File: src/rtl/barrel_rot_arbiter_if.sv
// Request/response and rotator-control bundle for barrel_rot_arbiter.
// The slave modport is the arbiter's view. The master modport is the requester/consumer/rotator side.
interface barrel_rot_arbiter_if #(
   parameter int W    = 8,
   parameter int SW   = 3,
   parameter int REPW = 3
);
   logic            req0_valid;
   logic            req0_ready;
   logic [W-1:0]    req0_data;
   logic [SW-1:0]   req0_sel;
   logic [REPW-1:0] req0_rep;

   logic            req1_valid;
   logic            req1_ready;
   logic [W-1:0]    req1_data;
   logic [SW-1:0]   req1_sel;
   logic [REPW-1:0] req1_rep;

   logic            resp_valid;
   logic            resp_ready;
   logic [W-1:0]    resp_data;
   logic            resp_id;

   logic            bar_load;
   logic [SW-1:0]   bar_sel;
   logic [W-1:0]    bar_din;
   logic [W-1:0]    bar_dout;

   modport slave (
      input  req0_valid, req0_data, req0_sel, req0_rep,
      output req0_ready,
      input  req1_valid, req1_data, req1_sel, req1_rep,
      output req1_ready,
      output resp_valid, resp_data, resp_id,
      input  resp_ready,
      output bar_load, bar_sel, bar_din,
      input  bar_dout
   );

   modport master (
      output req0_valid, req0_data, req0_sel, req0_rep,
      input  req0_ready,
      output req1_valid, req1_data, req1_sel, req1_rep,
      input  req1_ready,
      input  resp_valid, resp_data, resp_id,
      output resp_ready,
      input  bar_load, bar_sel, bar_din,
      output bar_dout
   );
endinterface

File: src/rtl/barrel_rot_arbiter.sv
// Round-robin arbiter that sequences a shared registered barrel rotator through
// LOAD plus rep-1 SHIFT steps. It returns the rotator output with the winner's ID.
module barrel_rot_arbiter #(
   parameter int W    = 8,
   parameter int SW   = 3,
   parameter int REPW = 3
) (
   input  logic                 clk,
   input  logic                 reset,
   barrel_rot_arbiter_if.slave  bus
);

   typedef enum logic [1:0] {IDLE, LOAD, SHIFT, RESP} state_t;

   state_t          state;
   state_t          state_next;
   logic [W-1:0]    data_q;
   logic [SW-1:0]   sel_q;
   logic [REPW-1:0] rep_q;
   logic [REPW-1:0] cnt_q;
   logic            id_q;
   logic            last_q;
   logic            grant0;
   logic            grant1;
   logic            accept;

   // last_q=1 means requester 1 won most recently, so requester 0 wins the next tie.
   always_comb begin
      grant0 = 1'b0;
      grant1 = 1'b0;
      if (state == IDLE && !reset) begin
         if (bus.req0_valid && bus.req1_valid) begin
            grant0 = last_q;
            grant1 = !last_q;
         end else begin
            grant0 = bus.req0_valid;
            grant1 = bus.req1_valid;
         end
      end
   end

   assign accept         = grant0 | grant1;
   assign bus.req0_ready = grant0;
   assign bus.req1_ready = grant1;

   always_ff @(posedge clk) begin
      if (reset) begin
         state  <= IDLE;
         last_q <= 1'b1;
         id_q   <= 1'b0;
         data_q <= '0;
         sel_q  <= '0;
         rep_q  <= '0;
         cnt_q  <= '0;
      end else begin
         state <= state_next;
         if (accept) begin
            data_q <= grant1 ? bus.req1_data : bus.req0_data;
            sel_q  <= grant1 ? bus.req1_sel  : bus.req0_sel;
            if (grant1)
               rep_q <= (bus.req1_rep == '0) ? REPW'(1) : bus.req1_rep;
            else
               rep_q <= (bus.req0_rep == '0) ? REPW'(1) : bus.req0_rep;
            id_q   <= grant1;
            last_q <= grant1;
         end
         if (state == LOAD)
            cnt_q <= rep_q - REPW'(1);
         else if (state == SHIFT)
            cnt_q <= cnt_q - REPW'(1);
      end
   end

   // The counter holds the remaining SHIFT steps, including the current one.
   always_comb begin
      state_next     = state;
      bus.bar_load   = 1'b0;
      bus.bar_sel    = '0;
      bus.bar_din    = '0;
      bus.resp_valid = 1'b0;
      bus.resp_data  = '0;
      bus.resp_id    = 1'b0;
      case (state)
         IDLE: begin
            if (accept)
               state_next = LOAD;
         end
         LOAD: begin
            bus.bar_load = 1'b1;
            bus.bar_sel  = sel_q;
            bus.bar_din  = data_q;
            state_next   = (rep_q <= REPW'(1)) ? RESP : SHIFT;
         end
         SHIFT: begin
            bus.bar_sel = sel_q;
            if (cnt_q <= REPW'(1))
               state_next = RESP;
         end
         RESP: begin
            bus.resp_valid = 1'b1;
            bus.resp_data  = bus.bar_dout;
            bus.resp_id    = id_q;
            if (bus.resp_ready)
               state_next = IDLE;
         end
         default: state_next = IDLE;
      endcase
   end

endmodule

File: src/flat_wrapper.sv
// flat-port wrapper written by rule: the top's interface ports become plain ports
module barrel_rot_arbiter_flat 
#(
   parameter int W    = 8,
   parameter int SW   = 3,
   parameter int REPW = 3
)
  (clk, reset, bus_req0_valid, bus_req0_data, bus_req0_sel, bus_req0_rep, bus_req0_ready, bus_req1_valid, bus_req1_data, bus_req1_sel, bus_req1_rep, bus_req1_ready, bus_resp_valid, bus_resp_data, bus_resp_id, bus_resp_ready, bus_bar_load, bus_bar_sel, bus_bar_din, bus_bar_dout);
  barrel_rot_arbiter_if #(.W(W), .SW(SW), .REPW(REPW)) bus_i ();
  input  logic clk;
  input  logic reset;
  input wire logic [$bits(bus_i.req0_valid)-1:0] bus_req0_valid;
  input wire logic [$bits(bus_i.req0_data)-1:0] bus_req0_data;
  input wire logic [$bits(bus_i.req0_sel)-1:0] bus_req0_sel;
  input wire logic [$bits(bus_i.req0_rep)-1:0] bus_req0_rep;
  output wire logic [$bits(bus_i.req0_ready)-1:0] bus_req0_ready;
  input wire logic [$bits(bus_i.req1_valid)-1:0] bus_req1_valid;
  input wire logic [$bits(bus_i.req1_data)-1:0] bus_req1_data;
  input wire logic [$bits(bus_i.req1_sel)-1:0] bus_req1_sel;
  input wire logic [$bits(bus_i.req1_rep)-1:0] bus_req1_rep;
  output wire logic [$bits(bus_i.req1_ready)-1:0] bus_req1_ready;
  output wire logic [$bits(bus_i.resp_valid)-1:0] bus_resp_valid;
  output wire logic [$bits(bus_i.resp_data)-1:0] bus_resp_data;
  output wire logic [$bits(bus_i.resp_id)-1:0] bus_resp_id;
  input wire logic [$bits(bus_i.resp_ready)-1:0] bus_resp_ready;
  output wire logic [$bits(bus_i.bar_load)-1:0] bus_bar_load;
  output wire logic [$bits(bus_i.bar_sel)-1:0] bus_bar_sel;
  output wire logic [$bits(bus_i.bar_din)-1:0] bus_bar_din;
  input wire logic [$bits(bus_i.bar_dout)-1:0] bus_bar_dout;
  assign bus_i.req0_valid = bus_req0_valid;
  assign bus_i.req0_data = bus_req0_data;
  assign bus_i.req0_sel = bus_req0_sel;
  assign bus_i.req0_rep = bus_req0_rep;
  assign bus_req0_ready = bus_i.req0_ready;
  assign bus_i.req1_valid = bus_req1_valid;
  assign bus_i.req1_data = bus_req1_data;
  assign bus_i.req1_sel = bus_req1_sel;
  assign bus_i.req1_rep = bus_req1_rep;
  assign bus_req1_ready = bus_i.req1_ready;
  assign bus_resp_valid = bus_i.resp_valid;
  assign bus_resp_data = bus_i.resp_data;
  assign bus_resp_id = bus_i.resp_id;
  assign bus_i.resp_ready = bus_resp_ready;
  assign bus_bar_load = bus_i.bar_load;
  assign bus_bar_sel = bus_i.bar_sel;
  assign bus_bar_din = bus_i.bar_din;
  assign bus_i.bar_dout = bus_bar_dout;
  barrel_rot_arbiter #(.W(W), .SW(SW), .REPW(REPW)) u_core (.clk(clk), .reset(reset), .bus(bus_i));
endmodule
File: config.mk
export PLATFORM = sky130hd
export DESIGN_NAME = barrel_rot_arbiter_flat
export DESIGN_NICKNAME = d
export VERILOG_FILES = /design/src/rtl/barrel_rot_arbiter_if.sv /design/src/rtl/barrel_rot_arbiter.sv /design/src/flat_wrapper.sv
export SDC_FILE = /design/constraint.sdc
export NUM_CORES = 1
export LEC_CHECK = 0
export CAP_MARGIN = 20
export CORE_MARGIN = 5
export CORE_UTILIZATION = 42
export CTS_CLUSTER_DIAMETER = 120
export DETAILED_ROUTE_END_ITERATION = 10
export PLACE_DENSITY = 0.86
export SETUP_SLACK_MARGIN = 0.15
export SLEW_MARGIN = 20
export SYNTH_ARGS = -nofsm -noshare
export SYNTH_HDL_FRONTEND = slang
export SYNTH_SLANG_ARGS = --single-unit
File: constraint.sdc
create_clock -name clk -period 3.3 [get_ports clk]
set_input_delay 0.66 -clock clk [delete_from_list [all_inputs] [get_ports clk]]
set_output_delay 0.66 -clock clk [all_outputs]
set_load 0.03 [all_outputs]
==> impl_metrics.csv, run 1 <==
group,metric,value,unit
sta,final_hold_viol_count,0,
sta,slew_violations,0,
placed_design,dp_hpwl,2800,µm
route,dr.pass1.iters,8,
worst_hold_path,whs_path_depth,2,
worst_setup_path,start_kind,"register",
sta,skew,6.83,ps
global_route,track_usage,17.6,%
synthesis,synthXorXnorAreaFrac,0.709,%
power_and_ir_drop,clockPowerShare,11.9,%
sta,final.setup.tns,0,ps
power_and_ir_drop,p_int,0.642,mW
power_and_ir_drop,p_per_area,586,mW/mm²
power_and_ir_drop,vdd_ir_drop_max,0.579,mV
worst_setup_path,reg2reg_depth,7,
clock_network,clock_path_buffers,2,
power_and_ir_drop,leakagePower,0.732,nW
global_route,grt_overflow,0,
power_and_ir_drop,p_seq_share,32.6,%
synthesis,syn_area_per_cell,9.22,µm²
synthesis,ys_seq_area_share,34.0,%
sta,setup_viol,0,
power_and_ir_drop,p_switching,0.476,mW
worst_hold_path,hold_class,"register to register",
power_and_ir_drop,finalPower,1.12,mW
clock_network,cts-root-buf,"clkbuf_4",
sta,setup_ws,394,ps
sta,rsz0062_at_grt,"no",
run_status,outcome,"completed",
die,core-area,0.00278,mm²
worst_setup_path,criticalPathCategory,"register to output pin",
die,die_h,64.2,µm
clock_network,cts_buffers,3,
die,boundaryPins,65,
final_layout,nets,248,
synthesis,yosys_warnings,0,
global_route,antenna_found_initial,0,
global_route,grt_pass1_vias,1263,
global_route,grt_pass1_wl,5880,µm
route,drc,0,
power_and_ir_drop,swShare,42.5,%
sta,relSlewSlack,55.6,%
worst_setup_path,required,2640,ps
placed_design,pre_cts_ws,707,ps
die,die_area,0.00412,mm²
worst_setup_path,critical_path.max_fanout,8,
route,via_per_inst,5.53,
clock_network,postCtsHoldBufs,0,
synthesis,synth_commonest_cells,"dfxtp_1, and2_1, nor2_1",
die,row_count,19,
synthesis,synth_top_family_by_area,"compound AO/OA/AOI/OAI gates",
synthesis,synth_area_leader_cell,"dfxtp_1",
clock_network,clkTransAtPathRegs,120,ps
power_and_ir_drop,p_comb_share,55.5,%
route,via_count,1267,
synthesis,synth-compound-area-share,23.9,%
clock_network,cts_sinks,21,
final_layout,drive_gt1_share,11.1,%
synthesis,ys_types,30,
sta,fin_crit,2910,ps
synthesis,synth_mux_area_share,4.86,%
synthesis,synth-main-ff-cell,"dfxtp_1",
synthesis,synthAdderAreaFrac,8.11,%
placed_design,io_buffer_count,64,
sta,period_share,88.1,%
route,wire_per_inst,15.7,µm
clock_network,insertion_delay,330,ps
clock_network,cts_resized,0,
synthesis,synth_area,0.00123,mm²
clock_network,cts_setup_buffers,0,
synthesis,yosys-top-cells-area,"dfxtp_1, and2_1, a222oi_1",
worst_setup_path,worstSetupEndpointType,"output pin",
route,postRouteAntennaNets,0,
clock_network,htreeDepth,1,
sta,fmax,0.344,GHz
global_route,grt_max_degree,16,
clock_network,cts_tree,"yes",
worst_setup_path,crit_arrival,2250,ps
route,drt_iter0_markers,79,
sta,hold_ws,456,ps
placed_design,gp_congestion,0.814,
synthesis,synth-simple-area-share,22.0,%
synthesis,synth_edf_count,0,
synthesis,netlist.area_leader.share,34.0,%
die,die_w,64.2,µm
synthesis,synth_most_common_cell,"dfxtp_1",
sta,worstMarginPinSlew,664,ps
route,wl,3600,µm
die,start_util,44.4,%
final_layout,postLayoutCoreUtil,68.6,%
synthesis,syn-num-nets,183,
final_layout,area_growth,54.6,%
synthesis,ys_ff_latch,21,
flow_run,maxCapViolCount,0,
synthesis,ys_async_sr_fraction,0,%
synthesis,synth_cells,134,
final_layout,antenna_cells,0,
-- critical path, stage by stage, from the launching register on --
cell and delay [ps]:
dfxtp_1 450, inv_1 120, ha_1 480, and2_1 180, clkdlybuf4s50_1 690
-- worst paths after layout --
check                           slack, ps       startpoint                to
worst max-delay path                  390  u_core.state[0]    bus_bar_sel[2]
worst min-delay path                  460      u_core.id_q       u_core.id_q
worst max register to register       1470  u_core.state[0]  u_core.data_q[5]
worst min register to register        460      u_core.id_q       u_core.id_q
-- placed cells by master (no fill, tap or decap), types with 2 or more instances in the layout --
cell type        count
clkbuf_4             3
a22oi_2              3
a222oi_1            10
mux2i_1              6
inv_1                6
and2_1              20
ha_1                 8
a21oi_2              3
nor2_1              16
dfxtp_1             21
clkdlybuf4s50_1     62
o21ai_0              3
buf_4                5
o21ai_1              3
o21bai_1             2
o211ai_1             2
nand2_1             11
-- sequential cells by signal, indices dropped and copies added (netlist names) --
signal and flops:
u_core.data_q 8, u_core.cnt_q 3, u_core.rep_q 3, u_core.sel_q 3
u_core.state 2, u_core.id_q 1, u_core.last_q 1
-- layer usage --
metal / GRT usage [%] / wire length [µm]
met5: 0 / 0
met2: 30.2 / 1760
met3: 5.08 / 314
met1: 21.5 / 1490
met4: 4.58 / 37
-- cell families after synthesis --
family,count (synthesis)
XOR/XNOR,1
AND/OR/NAND/NOR,52
adder cells (fa/ha/maj),8
multiplexers,6
flip-flops,21
AO/OA/AOI/OAI,32
buffers and inverters,14
-- through the flow --
stage	cell area, µm²	cells
global route	1910	229
global placement	1880	225
CTS	1910	229
detailed placement	1880	225
finish	1910	229
floorplan	1230	134
-- power groups by stage --
stage	logic (mW)	registers, mW	clock network, mW
2_1_floorplan	0.435	0.357	0
3_3_place_gp	0.593	0.365	0
3_5_place_dp	0.622	0.368	0
4_1_cts	0.625	0.363	0.135
5_1_grt	0.678	0.372	0.144
6_report	0.621	0.364	0.133
-- cell type report --
cell class	instances	area, µm²
Sequential cell	21	420
Fill cell	231	872
Inverter	7	28.8
Clock inverter	1	5.00
Timing Repair Buffer	67	658
Multi-Input combinational cell	99	736
Clock buffer	3	22.5
Tap cell	31	38.8
Note: power is estimated with default switching activity, not from simulation.
==> run 2, diff against run 1 <==
Settings changed: ABC_AREA from default to 1, CORE_ASPECT_RATIO from default to 0.5, CORE_UTILIZATION 42 to 44, TNS_END_PERCENT from default to 50.
==> impl_metrics.csv, run 2 <==
group,metric,value,unit
clock_network,cts_buffers,3,
global_route,track_usage,17.5,%
sta,worstMarginPinSlew,367,ps
synthesis,ys_ff_latch,21,
flow_run,maxCapViolCount,0,
clock_network,cts_setup_buffers,0,
sta,fin_crit,2790,ps
synthesis,syn_area_per_cell,6.29,µm²
clock_network,clkTransAtPathRegs,80,ps
synthesis,synth_most_common_cell,"nand2_1",
global_route,grt_overflow,0,
die,start_util,45.6,%
worst_setup_path,cp_top_family,"buffers and inverters",
worst_hold_path,hold_class,"register to register",
placed_design,placed_cell_area,0.00204,mm²
die,row_count,14,
synthesis,synth_area_leader_cell,"dfxtp_1",
final_layout,drive_gt1_share,5.69,%
final_layout,area_growth,52.8,%
worst_setup_path,criticalPathCategory,"register to output pin",
sta,fmax,0.358,GHz
final_layout,layout_common_cells,"nand2_1, clkdlybuf4s50_1, inv_1",
final_layout,multiInputGateArea,713,µm²
clock_network,insertion_delay,260,ps
sta,final_hold_viol_count,0,
final_layout,nets,331,
sta,period_share,84.5,%
worst_setup_path,crit_arrival,2130,ps
synthesis,netlist.area_leader.share,30.8,%
global_route,antenna_found_initial,0,
die,die_w,88.8,µm
final_layout,final_common_cell,"nand2_1",
sta,relSlewSlack,75.5,%
sta,rsz0062_at_grt,"no",
route,drc,0,
synthesis,yosys_warnings,0,
synthesis,synth-main-ff-cell,"dfxtp_1",
worst_setup_path,path_common_cell,"inv_1",
route,drt_iter0_markers,74,
worst_setup_path,required,2640,ps
synthesis,ys_types,20,
route,via_per_inst,4.54,
power_and_ir_drop,vdd_ir_drop_max,0.235,mV
route,postRouteAntennaNets,0,
final_layout,regArea,420,µm²
clock_network,clock_path_buffers,2,
sta,hold_ws,499,ps
worst_setup_path,slowest_stage,"clkdlybuf4s50_1",
synthesis,synth_edf_count,0,
worst_setup_path,worstSetupEndpointType,"output pin",
worst_setup_path,critical_path.max_fanout,10,
sta,setup_viol,0,
synthesis,synth_commonest_cells,"nand2_1, inv_1, nand3_1",
route,wl,3750,µm
clock_network,postCtsHoldBufs,0,
synthesis,syn-num-nets,266,
final_layout,nFillCells,246,
sta,skew,3.83,ps
synthesis,ys_async_sr_fraction,0,%
sta,slew_violations,0,
clock_network,htreeDepth,1,
worst_setup_path,start_kind,"register",
final_layout,largest_reg_flops,8,
die,die_h,49.4,µm
die,die_area,0.00438,mm²
clock_network,cts-root-buf,"clkbuf_8",
synthesis,ys_seq_area_share,30.8,%
placed_design,gp_congestion,0.806,
synthesis,synth_area,0.00137,mm²
power_and_ir_drop,p_per_area,529,mW/mm²
clock_network,cts_tree,"yes",
global_route,grt_pass1_wl,6050,µm
synthesis,yosys-top-cells-area,"dfxtp_1, nand2_1, inv_1",
worst_setup_path,crit_chain,"inv_1, ha_1, nand2_1, inv_1, clkdlybuf4s50_1",
final_layout,postLayoutCellArea,0.00209,mm²
power_and_ir_drop,leakagePower,1.11,nW
sta,final.setup.tns,0,ps
route,wire_per_inst,11.7,µm
die,boundaryPins,65,
final_layout,antenna_cells,0,
placed_design,io_buffer_count,64,
die,core-area,0.00300,mm²
synthesis,synth_cells,217,
worst_setup_path,slowest_delay,670,ps
route,dr.pass1.iters,5,
global_route,grt_pass1_vias,1369,
placed_design,dp_hpwl,2890,µm
worst_setup_path,worst-path-buf-inv,3,
final_layout,regMostFlops,"u_core.data_q",
global_route,grt_max_degree,17,
clock_network,cts_resized,0,
route,via_count,1458,
clock_network,cts_sinks,21,
run_status,outcome,"completed",
-- run 2: kinds of logic (layout without fill, tap and decap cells) --
kind of cell,count (synthesis),in the layout,synth area share (%)
AND/OR/NAND/NOR,114,114,35.7
adder cells (fa/ha/maj),8,8,7.33
XOR/XNOR,1,1,0.642
flip-flops,21,21,30.8
AO/OA/AOI/OAI,16,16,8.62
buffers and inverters,57,121,17.0
-- run 2: path summary, 6_finish.rpt --
check	cells past startpoint	slack (ps)	startpoint	endpoint
worst max-delay path	5	510	u_core.state[0]	bus_bar_sel[0]
worst max register to register	9	1560	u_core.state[0]	u_core.rep_q[2]
worst min register to register	2	500	u_core.id_q	u_core.id_q
worst min-delay path	2	500	u_core.id_q	u_core.id_q
-- run 2: report_power, final --
part	switching, mW	internal, mW	leakage [nW]
Combinational	0.340	0.241	0.919
Sequential	0.0409	0.309	0.172
Clock	0.0873	0.0853	0.0217
-- run 2: final cells by class --
type,count,area share (%)
multi-input cells,139,34.2
repair buffers,69,32.3
flip-flops and latches,21,20.2
inverters,48,8.64
well taps,40,2.40
clock buffers,3,1.98
clock inverters,1,0.360
-- run 2: worst min-delay path: stages, from the launching register on --
cell and delay [ps]:
dfxtp_1 320, nand2_1 60, o21ai_0 70
-- run 2: stage by stage --
stage	power (mW)	util (%)	worst slack (ps)	std cells
floorplan	0.739	-	1200	217
global placement	0.914	68.0	724	317
detailed placement	0.932	68.0	719	317
CTS	1.11	69.6	502	321
global route	1.19	69.6	392	321
finish	1.10	69.6	510	321
-- run 2: routing by layer --
layer / wire length [µm] / vias to the layer above / track usage, % / part of all wire [%]
met1: 1590 / 639 / 20.3 / 43
li1: - / 783 / - / -
met3: 124 / 4 / 3.71 / 3.3
met4: 47 / 0 / 5.28 / 1.3
met5: 0 / - / 0 / 0
met2: 1980 / 32 / 31.9 / 53
==> run 3, diff against run 2 <==
Settings changed: CORE_UTILIZATION 44 to 41, PLACE_DENSITY 0.86 to 0.81.
Clock period 3.3 ns to 2.8 ns, I/O delays scaled along.
==> impl_metrics.csv, run 3 (synthesis results as in run 2) <==
group,metric,value,unit
die,die_area,0.00465,mm²
sta,final_hold_viol_count,0,
worst_setup_path,path_common_cell,"inv_1",
worst_setup_path,slowest_stage,"clkdlybuf4s50_1",
final_layout,final_common_cell,"nand2_1",
worst_setup_path,worst-path-buf-inv,3,
run_status,outcome,"completed",
worst_setup_path,crit_chain,"inv_1, ha_2, nand2_1, inv_1, clkdlybuf4s50_1",
die,start_util,44.0,%
route,wl,3690,µm
route,wire_per_inst,11.5,µm
clock_network,cts_setup_buffers,0,
final_layout,area_growth,52.6,%
worst_setup_path,critical_path.max_fanout,10,
sta,rsz0062_at_grt,"yes",
final_layout,layout_common_cells,"nand2_1, clkdlybuf4s50_1, inv_1",
final_layout,nFillCells,252,
worst_setup_path,required,2240,ps
global_route,grt_pass1_vias,1338,
route,via_per_inst,4.62,
die,die_w,91.6,µm
clock_network,postCtsHoldBufs,0,
sta,setup_viol,0,
worst_setup_path,start_kind,"register",
route,drc,0,
die,core-area,0.00310,mm²
route,drt_iter0_markers,92,
sta,skew,3.66,ps
final_layout,drive_gt1_share,6.07,%
sta,fin_crit,2590,ps
clock_network,clkTransAtPathRegs,80,ps
placed_design,io_buffer_count,64,
clock_network,htreeDepth,1,
global_route,grt_pass1_wl,6020,µm
final_layout,antenna_cells,0,
route,postRouteAntennaNets,0,
clock_network,cts_resized,1,
worst_setup_path,cp_top_family,"buffers and inverters",
worst_setup_path,crit_arrival,2030,ps
final_layout,largest_reg_flops,8,
power_and_ir_drop,leakagePower,1.13,nW
sta,period_share,92.6,%
die,boundaryPins,65,
die,row_count,14,
power_and_ir_drop,p_per_area,621,mW/mm²
sta,relSlewSlack,76.5,%
placed_design,placed_cell_area,0.00203,mm²
global_route,antenna_found_initial,0,
die,die_h,50.8,µm
global_route,grt_max_degree,18,
sta,final.setup.tns,0,ps
route,via_count,1478,
clock_network,cts_tree,"yes",
final_layout,postLayoutCellArea,0.00208,mm²
final_layout,regMostFlops,"u_core.data_q",
placed_design,gp_congestion,0.737,
global_route,grt_overflow,0,
worst_setup_path,worstSetupEndpointType,"output pin",
final_layout,postLayoutCoreUtil,67.2,%
power_and_ir_drop,vdd_ir_drop_max,0.246,mV
worst_setup_path,criticalPathCategory,"register to output pin",
clock_network,clock_path_buffers,2,
route,dr.pass1.iters,4,
clock_network,cts_sinks,21,
worst_hold_path,hold_class,"register to register",
sta,fmax,0.386,GHz
clock_network,cts-root-buf,"clkbuf_8",
placed_design,dp_hpwl,2930,µm
global_route,track_usage,15.7,%
flow_run,maxCapViolCount,0,
clock_network,insertion_delay,260,ps
worst_setup_path,slowest_delay,660,ps
clock_network,cts_buffers,3,
final_layout,nets,330,
sta,slew_violations,0,
sta,worstMarginPinSlew,352,ps
## run 3: path summary, 6_finish.rpt
kind                   startpoint               end  slack [ps]  cells after the start
setup reg to reg  u_core.state[0]  u_core.data_q[2]        1070                      9
setup / recovery  u_core.state[0]    bus_bar_sel[1]         210                      5
hold / removal        u_core.id_q       u_core.id_q         500                      2
hold reg to reg       u_core.id_q       u_core.id_q         500                      2
## run 3: area by class of cell
class | count | area (µm²) | area share (%)
Timing Repair Buffer | 68 | 668 | 32.1
Inverter | 48 | 180 | 8.65
Tap cell | 40 | 50.0 | 2.40
Sequential cell | 21 | 420 | 20.2
Clock inverter | 1 | 5.00 | 0.240
Clock buffer | 3 | 41.3 | 1.98
Multi-Input combinational cell | 139 | 718 | 34.5
## run 3: through the flow
step                      cells  worst slack [ps]  power [mW]  hold slack [ps]
after floorplan             217               798       0.871              458
after global placement      316               395        1.08              473
after detailed placement    316               370        1.09              487
after CTS                   320               139        1.30              497
after global routing        320               128        1.41              535
final                       320               206        1.29              496
## run 3: routing by layer
layer,global-route usage (%),wire length (µm),vias to the layer above
met5,0,0,-
met4,3.75,17,0
met3,3.28,161,2
met2,29.6,1950,23
met1,18.3,1570,673
li1,-,-,780
## run 3: where the power goes
| part | leakage [nW] | switching (mW) | total, mW | internal (mW) |
|---|---|---|---|---|
| Combinational | 0.930 | 0.396 | 0.681 | 0.285 |
| Sequential | 0.172 | 0.0478 | 0.412 | 0.364 |
| Clock | 0.0255 | 0.103 | 0.202 | 0.0993 |
## run 3: worst reg2reg max path, cell delays in order (launching register included)
cell	delay (ps)
dfxtp_1	350
inv_1	150
ha_2	260
nand3_4	210
a21oi_4	200
buf_4	230
nand2_1	80
nand3_1	80
nand2_1	50
inv_1	60
